<file path="src/rtl/serial_display_pkg.sv">
// Shared constants and decode helpers for the multi-digit serial hex display.
package serial_display_pkg;

  localparam logic [7:0] SEG_0     = 8'h3F;
  localparam logic [7:0] SEG_1     = 8'h06;
  localparam logic [7:0] SEG_2     = 8'h5B;
  localparam logic [7:0] SEG_3     = 8'h4F;
  localparam logic [7:0] SEG_4     = 8'h66;
  localparam logic [7:0] SEG_5     = 8'h6D;
  localparam logic [7:0] SEG_6     = 8'h7D;
  localparam logic [7:0] SEG_7     = 8'h07;
  localparam logic [7:0] SEG_8     = 8'h7F;
  localparam logic [7:0] SEG_9     = 8'h6F;
  localparam logic [7:0] SEG_A     = 8'h77;
  localparam logic [7:0] SEG_B     = 8'h7C;
  localparam logic [7:0] SEG_C     = 8'h39;
  localparam logic [7:0] SEG_D     = 8'h5E;
  localparam logic [7:0] SEG_E     = 8'h79;
  localparam logic [7:0] SEG_F     = 8'h71;
  localparam logic [7:0] SEG_BLANK = 8'h00;

  localparam logic [7:0] ASC_BS  = 8'h08;
  localparam logic [7:0] ASC_CR  = 8'h0D;
  localparam logic [7:0] ASC_ESC = 8'h1B;
  localparam logic [7:0] ASC_DOT = 8'h2E;

  // Returns {valid, nibble}; valid is clear for any non-hex byte.
  function automatic logic [4:0] ascii_to_nibble(input logic [7:0] c);
    logic [4:0] r;
    r = '0;
    if (c >= 8'h30 && c <= 8'h39)      r = {1'b1, 4'(c - 8'h30)};
    else if (c >= 8'h41 && c <= 8'h46) r = {1'b1, 4'(c - 8'h37)};
    else if (c >= 8'h61 && c <= 8'h66) r = {1'b1, 4'(c - 8'h57)};
    return r;
  endfunction

  function automatic logic [7:0] nibble_to_seg(input logic [3:0] n);
    logic [7:0] s;
    case (n)
      4'h0: s = SEG_0;
      4'h1: s = SEG_1;
      4'h2: s = SEG_2;
      4'h3: s = SEG_3;
      4'h4: s = SEG_4;
      4'h5: s = SEG_5;
      4'h6: s = SEG_6;
      4'h7: s = SEG_7;
      4'h8: s = SEG_8;
      4'h9: s = SEG_9;
      4'hA: s = SEG_A;
      4'hB: s = SEG_B;
      4'hC: s = SEG_C;
      4'hD: s = SEG_D;
      4'hE: s = SEG_E;
      default: s = SEG_F;
    endcase
    return s;
  endfunction

endpackage

</file>
<file path="src/rtl/seg_scan_timer.sv">
// Digit scan timebase: prescaler of REFRESH_DIV cycles stepping a wrapping digit index.
module seg_scan_timer #(
  parameter int NUM_DIGITS  = 4,
  parameter int REFRESH_DIV = 50000
) (
  input  logic                          clk_in,
  input  logic                          rst_n,
  output logic [$clog2(NUM_DIGITS)-1:0] idx,
  output logic                          advance
);

  localparam int IDX_W = $clog2(NUM_DIGITS);
  localparam int PRE_W = $clog2(REFRESH_DIV);

  logic [PRE_W-1:0] pre_q, pre_d;
  logic [IDX_W-1:0] idx_q, idx_d;

  always_comb begin
    advance = (pre_q == PRE_W'(REFRESH_DIV - 1));
    pre_d   = pre_q + 1'b1;
    idx_d   = idx_q;
    if (advance) begin
      pre_d = '0;
      idx_d = (idx_q == IDX_W'(NUM_DIGITS - 1)) ? '0 : idx_q + 1'b1;
    end
  end

  always_ff @(posedge clk_in or negedge rst_n) begin
    if (!rst_n) begin
      pre_q <= '0;
      idx_q <= '0;
    end else begin
      pre_q <= pre_d;
      idx_q <= idx_d;
    end
  end

  assign idx = idx_q;

endmodule

</file>
<file path="src/rtl/serial_display_mux.sv">
// Multi-digit UART hex display: digit buffer with edit commands, scanned onto a 7-seg bank.
// Define SERIAL_DISPLAY_DP_EN to store and display per-digit decimal points.
module serial_display_mux
  import serial_display_pkg::*;
#(
  parameter int NUM_DIGITS  = 4,
  parameter int REFRESH_DIV = 50000
) (
  input  logic                              clk_in,
  input  logic                              rst_n,
  input  logic [7:0]                        ascii_data,
  input  logic                              data_valid,
  output logic [7:0]                        seven_segment_data,
  output logic [NUM_DIGITS-1:0]             seven_segment_enable,
  output logic [$clog2(NUM_DIGITS+1)-1:0]   digit_count
);

  localparam int IDX_W = $clog2(NUM_DIGITS);
  localparam int CNT_W = $clog2(NUM_DIGITS + 1);

  logic [IDX_W-1:0]                scan_idx;
  logic                            scan_adv;
  logic [NUM_DIGITS-1:0][3:0]      nib_q, nib_d;
  logic [CNT_W-1:0]                cnt_q, cnt_d;
  logic [7:0]                      seg_q, seg_d;
  logic [NUM_DIGITS-1:0]           en_q, en_d;
  logic                            adv_q;
  logic [4:0]                      dec;
`ifdef SERIAL_DISPLAY_DP_EN
  logic [NUM_DIGITS-1:0]           dp_q, dp_d;
`endif

  seg_scan_timer #(
    .NUM_DIGITS (NUM_DIGITS),
    .REFRESH_DIV(REFRESH_DIV)
  ) u_timer (
    .clk_in (clk_in),
    .rst_n  (rst_n),
    .idx    (scan_idx),
    .advance(scan_adv)
  );

  // Digits at index >= cnt_q are blank; valid digits are always packed from digit 0 up.
  always_comb begin
    nib_d = nib_q;
    cnt_d = cnt_q;
    dec   = ascii_to_nibble(ascii_data);
`ifdef SERIAL_DISPLAY_DP_EN
    dp_d  = dp_q;
`endif
    if (data_valid) begin
      if (dec[4]) begin
        nib_d = {nib_q[NUM_DIGITS-2:0], dec[3:0]};
        if (cnt_q != CNT_W'(NUM_DIGITS)) cnt_d = cnt_q + 1'b1;
`ifdef SERIAL_DISPLAY_DP_EN
        dp_d = {dp_q[NUM_DIGITS-2:0], 1'b0};
`endif
      end else if (ascii_data == ASC_BS) begin
        if (cnt_q != '0) begin
          nib_d = {4'h0, nib_q[NUM_DIGITS-1:1]};
          cnt_d = cnt_q - 1'b1;
`ifdef SERIAL_DISPLAY_DP_EN
          dp_d = {1'b0, dp_q[NUM_DIGITS-1:1]};
`endif
        end
      end else if (ascii_data == ASC_CR || ascii_data == ASC_ESC) begin
        cnt_d = '0;
`ifdef SERIAL_DISPLAY_DP_EN
        dp_d = '0;
`endif
      end
`ifdef SERIAL_DISPLAY_DP_EN
      else if (ascii_data == ASC_DOT && cnt_q != '0) begin
        dp_d[0] = 1'b1;
      end
`endif
    end
  end

  // Enables reload only when the index has just moved, or on the first edge out of reset.
  always_comb begin
    seg_d = SEG_BLANK;
    if (CNT_W'(scan_idx) < cnt_q) begin
      seg_d = nibble_to_seg(nib_q[scan_idx]);
`ifdef SERIAL_DISPLAY_DP_EN
      seg_d[7] = dp_q[scan_idx];
`endif
    end
    en_d = en_q;
    if (adv_q || (&en_q)) en_d = ~(NUM_DIGITS'(1) << scan_idx);
  end

  always_ff @(posedge clk_in or negedge rst_n) begin
    if (!rst_n) begin
      nib_q <= '0;
      cnt_q <= '0;
      seg_q <= '0;
      en_q  <= '1;
      adv_q <= 1'b0;
`ifdef SERIAL_DISPLAY_DP_EN
      dp_q  <= '0;
`endif
    end else begin
      nib_q <= nib_d;
      cnt_q <= cnt_d;
      seg_q <= seg_d;
      en_q  <= en_d;
      adv_q <= scan_adv;
`ifdef SERIAL_DISPLAY_DP_EN
      dp_q  <= dp_d;
`endif
    end
  end

  assign seven_segment_data   = seg_q;
  assign seven_segment_enable = en_q;
  assign digit_count          = cnt_q;

endmodule

</file>
<file path="config.mk">
export PLATFORM = sky130hd
export DESIGN_NAME = serial_display_mux
export DESIGN_NICKNAME = d
export VERILOG_FILES = /design/src/rtl/serial_display_pkg.sv /design/src/rtl/seg_scan_timer.sv /design/src/rtl/serial_display_mux.sv
export SDC_FILE = /design/constraint.sdc
export NUM_CORES = 1
export LEC_CHECK = 0
export CAP_MARGIN = 20
export CORE_AREA = 2 2 72 74
export CTS_BUF_LIST = sky130_fd_sc_hd__clkbuf_8
export DETAILED_ROUTE_END_ITERATION = 6
export DIE_AREA = 0 0 74 76
export PLACE_DENSITY = 0.83
export SYNTH_ARGS = -nofsm -noshare
export SYNTH_HDL_FRONTEND = slang
export SYNTH_SLANG_ARGS = --single-unit
</file>
<file path="constraint.sdc">
create_clock -name clk_in -period 2.6 [get_ports clk_in]
set_input_delay 0.52 -clock clk_in [delete_from_list [all_inputs] [get_ports clk_in]]
set_output_delay 0.52 -clock clk_in [all_outputs]
set_load 0.02 [all_outputs]
</file>
==> run_results.csv, run 1 <==
group,metric,value,unit
routing,via_per_inst,5.60,
final_layout,fillCellCount,353,
cts,clk_pin_slew,80,ps
worst_hold_path,hold_class,"in -> async",
cts,cts_buffers,5,
logic_synthesis,ys_ff_latch,49,
logic_synthesis,ys_seq_area_share,44.1,%
worst_setup_path,endpoint_kind,"flip-flop",
die,start_util,56.8,%
place,port-buffer-count,24,
power_and_ir_drop,leakage,1.44,nW
worst_setup_path,crit_type,"in -> reg",
grt,grt_start_max_net_pins,50,
sta,hold_viol,0,
status,status,"finished, final reports clean",
routing,drc,0,
sta,min_period_over_period,93.8,%
cts,clock_sinks,49,
grt,grtUsageTotal,21.1,%
routing,routedWlPerCell,13.9,um
cts,post-cts-setup-buffers,0,
routing,postRouteWirelength,5310,um
routing,firstDrtPassIters,4,
die,die_w,74,um
sta,rsz0062_at_grt,"no",
die,rows,26,
die,dieArea,5620,um^2
worst_setup_path,cp-start-kind,"primary input",
grt,grt_pass1_wl,9270,um
routing,vias,2141,
worst_setup_path,timing.rr.end,"seven_segment_data[3]$_DFF_PN0_",
cts,cts-resized-gates,0,
cts,htreeDepth,2,
sta,finalClockSkew,5.10,ps
logic_synthesis,syn_inst,266,
logic_synthesis,synth_area,2790,um^2
final_layout,layoutNonFillerInstCount,382,
logic_synthesis,postSynthAreaPerCell,10.5,um^2
routing,ant_nets,0,
routing,drtIter0Drc,128,
logic_synthesis,synthFlopType,"dfrtp_1",
final_layout,area_delta_synth_final,19.9,%
final_layout,mostFrequentLayoutCells,"45 x dfrtp_1, 27 x nor2_1, 23 x clkdlybuf4s50_1",
sta,fin_crit,2440,ps
worst_setup_path,worstReg2RegStart,"u_timer.idx[0]$_DFFE_PN0P_",
worst_setup_path,crit_end,"nib_q[5]$_DFFE_PN0P_",
job,drv_cap,0,
logic_synthesis,ys_async_sr_fraction,100,%
place,dp_hpwl,3840,um
final_layout,nets,339,
grt,antenna_found_initial,0,
place,dp_cells,374,
sta,timing.final.ws_setup,161,ps
power_and_ir_drop,power.density,619,nW/um^2
final_layout,insertedDiodeCount,0,
place,place_ws,-116,ps
die,core,4910,um^2
final_layout,final_common_cell,"dfrtp_1",
final_layout,stdcell_area,3350,um^2
cts,root_buffer,"clkbuf_8",
sta,finalMaxSlewViolations,0,
cts,clk_path_buf_depth,2,
place,routabilityCongestion,0.859,
worst_setup_path,rrSetupSlack,420,ps
power_and_ir_drop,peakVddDrop,377,uV
logic_synthesis,synth.distinct_cells,56,
sta,setup-violations-final,0,
grt,grt_pass1_vias,2070,
sta,worstMarginPinSlew,605,ps
sta,max_freq,410,MHz
logic_synthesis,syn_nets,294,
logic_synthesis,synth-edff-count,0,
worst_setup_path,required,2830,ps
final_layout,drive_above_1_share,18.3,%
die,ios,26,
grt,overflow,0,
cts,clock_latency,300,ps
worst_setup_path,rr_worst_depth,6,
cts,holdBufCountCts,0,
place,dpl_cell_area,3230,um^2
worst_setup_path,arrival,2670,ps
worst_setup_path,cp-startpoint,"ascii_data[1]",
cts,cts_tree,"yes",
die,die_h,76,um
sta,relSlewSlack,59.6,%
logic_synthesis,yosysWarnings,0,
worst_setup_path,critPathMaxFanout,9,
## worst min path at each step
stage               slack (ps)                  startpoint                          to  cells after the start
global placement           450  u_timer.pre_q[0]$_DFF_PN0_  u_timer.pre_q[0]$_DFF_PN0_                      1
floorplan                  220                       rst_n             adv_q$_DFF_PN0_                      0
detailed placement         460  u_timer.pre_q[0]$_DFF_PN0_  u_timer.pre_q[0]$_DFF_PN0_                      1
global route               350                       rst_n  digit_count[2]$_DFFE_PN0P_                      2
finish                     290                       rst_n        nib_q[9]$_DFFE_PN0P_                      2
CTS                        320                       rst_n  digit_count[2]$_DFFE_PN0P_                      2
## Yosys cell counts, drive strengths merged, types with 2 or more instances
cell / number / share of area [%]
dfrtp: 45 / 40
nor2: 28 / 3.9
nand2: 22 / 3.0
o21ai: 22 / 4.2
ha: 17 / 7.6
inv: 16 / 2.2
mux2i: 11 / 3.9
a21oi: 9 / 1.7
xor2: 7 / 2.2
nand2b: 6 / 1.3
buf: 5 / 1.3
mux4: 5 / 4.0
nor3: 5 / 0.90
xnor2: 5 / 1.6
a221oi: 4 / 1.3
a31o: 4 / 1.3
a32o: 4 / 1.4
dfstp: 4 / 3.8
nand3: 4 / 0.72
a211oi: 3 / 0.81
clkbuf: 3 / 0.40
nand4: 3 / 0.67
a21o: 2 / 0.54
a311oi: 2 / 1.3
a31oi: 2 / 0.45
nor2b: 2 / 0.45
nor3b: 2 / 0.90
nor4: 2 / 0.45
o22ai: 2 / 0.45
or4b: 2 / 0.85
## metal layers
metal	vias to the layer above	share of wire (%)	wire length [um]	global-route usage, %
met5	-	0	0	0
met4	0	2.2	115	8.73
met3	14	3.1	163	4.50
met2	50	48	2540	32.4
met1	1039	47	2490	28.7
li1	1038	-	-	-
## area by class of cell
type                    instances  area, um^2  area share [%]
multi-input cells             193        1450            43.4
inverters                      16        60.1            1.79
clock buffers                   6        82.6            2.47
well taps                      70        87.6            2.62
flip-flops and latches         49        1230            36.8
clock inverters                 2        33.8            1.01
repair buffers                 46         400            12.0
## sequential cells by signal (all words and copies together) (netlist names)
name / cells
adv_q: 1
digit_count: 3
nib_q: 16
seven_segment_data: 7
seven_segment_enable: 4
u_timer.idx: 2
u_timer.pre_q: 16
## critical path, stage by stage
cell             delay (ps)
clkdlybuf4s50_1         470
inv_1                    80
ha_1                    240
nor3b_2                 290
a311oi_4                 90
buf_4                   170
o31ai_2                 410
buf_4                   250
nand2_1                  60
o21ai_1                  80
## stage by stage
stage / TNS, ps / power [mW] / hold WS, ps / util, %
2_1_floorplan: 0 / 1.26 / 224 / -
3_3_place_gp: -417 / 1.51 / 447 / 65.8
3_5_place_dp: -1570 / 1.53 / 456 / 65.8
4_1_cts: 0 / 2.08 / 319 / 68.2
5_1_grt: 0 / 2.19 / 345 / 68.2
6_report: 0 / 2.07 / 292 / 68.2
## where the power goes
group,switching [mW],total [mW],internal [mW],leakage [nW]
logic,0.331,0.620,0.289,0.741
registers,0.0484,0.893,0.844,0.637
clock network,0.249,0.559,0.310,0.0626
## cell families (layout without fill, tap and decap cells)
family                   after synthesis  after routing  share of synthesized area, %
AND/OR/NAND/NOR                       84             84                          15.4
AO/OA/AOI/OAI                         62             62                          16.6
flip-flops                            49             49                          44.1
buffers and inverters                 24             70                          3.85
adder cells (fa/ha/maj)               17             17                          7.62
multiplexers                          17             17                          8.52
XOR/XNOR                              12             12                          3.77
other                                  1              1                         0.134
Note: power is estimated with default switching activity, not from simulation.
==> run 2, diff against run 1 <==
Settings changed: HOLD_SLACK_MARGIN set to 0.15, SKIP_CTS_REPAIR_TIMING set to 1.
==> results of run 2 <==
No change in the layout: final DEF, timing and power equal those of run 1.
==> run 3, diff against run 2 <==
Settings changed: CAP_MARGIN 20 to 40, CORE_AREA 2 2 72 74 to 2 2 87 89, DIE_AREA 0 0 74 76 to 0 0 89 91, PLACE_DENSITY 0.83 to 0.61.
==> run_results.csv, run 3 (synthesized netlist as in run 1, its figures left out) <==
group,metric,value,unit
status,status,"finished, final reports clean",
routing,firstDrtPassIters,4,
sta,timing.final.ws_setup,202,ps
cts,clk_pin_slew,100,ps
cts,htreeDepth,2,
die,start_util,39.1,%
sta,max_freq,417,MHz
worst_setup_path,crit_path_max_incr_delay,480,ps
worst_setup_path,endpoint_kind,"flip-flop",
sta,final.setup.tns,0,ps
routing,ant_nets,0,
place,dp_cells,407,
power_and_ir_drop,leakage,1.46,nW
final_layout,seqCellArea,1230,um^2
cts,clock_latency,310,ps
place,port-buffer-count,24,
die,ios,26,
routing,drtIter0Drc,125,
sta,finalMaxSlewViolations,0,
grt,overflow,0,
place,dpl_cell_area,3300,um^2
final_layout,area_delta_synth_final,22.2,%
final_layout,fillCellCount,694,
cts,cts_buffers,5,
grt,grtUsageMet1,20.5,%
sta,setup-violations-final,0,
routing,postRouteWirelength,5280,um
grt,met2_usage,21.8,%
final_layout,final_common_cell,"dfrtp_1",
sta,finalClockSkew,14.0,ps
cts,cts_tree,"yes",
sta,min_period_over_period,92.2,%
worst_setup_path,critPathMaxFanout,5,
place,dp_hpwl,3950,um
final_layout,multi_input_area,1450,um^2
grt,grt_use_met3,2.82,%
worst_setup_path,required,2800,ps
grt,grt_start_max_net_pins,50,
routing,drc,0,
grt,grtUsageTotal,14.4,%
power_and_ir_drop,power.density,604,nW/um^2
worst_setup_path,crit_slowest_cell,"clkdlybuf4s50_1",
sta,fin_crit,2400,ps
final_layout,stdcell_area,3410,um^2
place,routabilityCongestion,0.789,
die,dieArea,8100,um^2
die,die_w,89,um
worst_setup_path,crit_type,"in -> reg",
cts,root_buffer,"clkbuf_8",
sta,timing.hold.ws,302,ps
die,rows,31,
worst_setup_path,worstReg2RegStart,"u_timer.idx[0]$_DFFE_PN0P_",
routing,via_per_inst,4.98,
routing,routedWlPerCell,12.7,um
grt,grt_pass1_vias,1998,
grt,grt-busiest-layer,"met2",
cts,clock_sinks,49,
place,place_ws,-130,ps
final_layout,insertedDiodeCount,0,
worst_setup_path,rr_worst_depth,4,
sta,worstMarginPinSlew,600,ps
sta,relSlewSlack,60.0,%
sta,hold_viol,0,
worst_setup_path,path_cells,"clkdlybuf4s50_1, inv_1, ha_1, nor3b_2, a311oi_4, or2_2, o211a_4, mux2_4",
job,drv_cap,0,
final_layout,nets,343,
sta,rsz0062_at_grt,"no",
worst_setup_path,cp-startpoint,"ascii_data[1]",
final_layout,layoutNonFillerInstCount,415,
final_layout,mostFrequentLayoutCells,"45 x dfrtp_1, 27 x nor2_1, 26 x buf_4",
worst_setup_path,cp-start-kind,"primary input",
routing,vias,2065,
power_and_ir_drop,peakVddDrop,198,uV
worst_hold_path,hold_class,"in -> async",
final_layout,drive_above_1_share,19.6,%
grt,grt_pass1_wl,9370,um
worst_setup_path,arrival,2600,ps
die,die_h,91,um
grt,antenna_found_initial,0,
cts,clk_path_buf_depth,2,
die,core,7140,um^2
run 3: cell types whose count changed in the layout (fill, tap and decap cells not counted), sizes merged:
cell    change
clkinv      +1
buf         +4
clkbuf      -1
run 3: worst max-delay path, delay by kind of cell:
kind                     cells  cell delay [ps]
AND/OR/NAND/NOR              2              620
buffers and inverters        2              570
AO/OA/AOI/OAI                2              370
multiplexers                 1              290
adder cells (fa/ha/maj)      1              230
run 3: report_power, final:
group | internal [mW] | switching (mW) | leakage (nW) | total (mW)
logic | 0.293 | 0.335 | 0.760 | 0.628
registers | 0.844 | 0.0407 | 0.637 | 0.885
clock network | 0.288 | 0.259 | 0.0585 | 0.548
total | 1.43 | 0.635 | 1.46 | 2.06
run 3: worst paths after layout:
path                                                   endpoint  slack (ps)
max in group asynchronous                  nib_q[1]$_DFFE_PN0P_        1890
min in group clk_in                  u_timer.pre_q[0]$_DFF_PN0_         470
worst max register to register  seven_segment_data[3]$_DFF_PN0_         470
worst min-delay path            seven_segment_data[1]$_DFF_PN0_         300
worst min register to register       u_timer.pre_q[0]$_DFF_PN0_         470
worst max-delay path                 digit_count[1]$_DFFE_PN0P_         200
run 3: per-stage QoR:
step	total power, mW	util, %
floorplan	1.26	-
global placement	1.53	46.2
detailed placement	1.53	46.2
CTS	2.09	47.8
global route	2.19	47.8
finish	2.06	47.8
run 3: cell type report:
cell class | instances | area share, %
inverter | 16 | 1.76
timing repair buffer | 50 | 12.6
tap | 99 | 3.63
clock inverter | 3 | 1.28
clock buffer | 5 | 2.02
sequential | 49 | 36.1
multi-input combinational | 193 | 42.6
run 3: routing by layer:
metal,up-vias,wire length (um)
li1,1054,-
met1,988,2660
met2,19,2450
met3,4,97
met4,0,65
met5,-,0
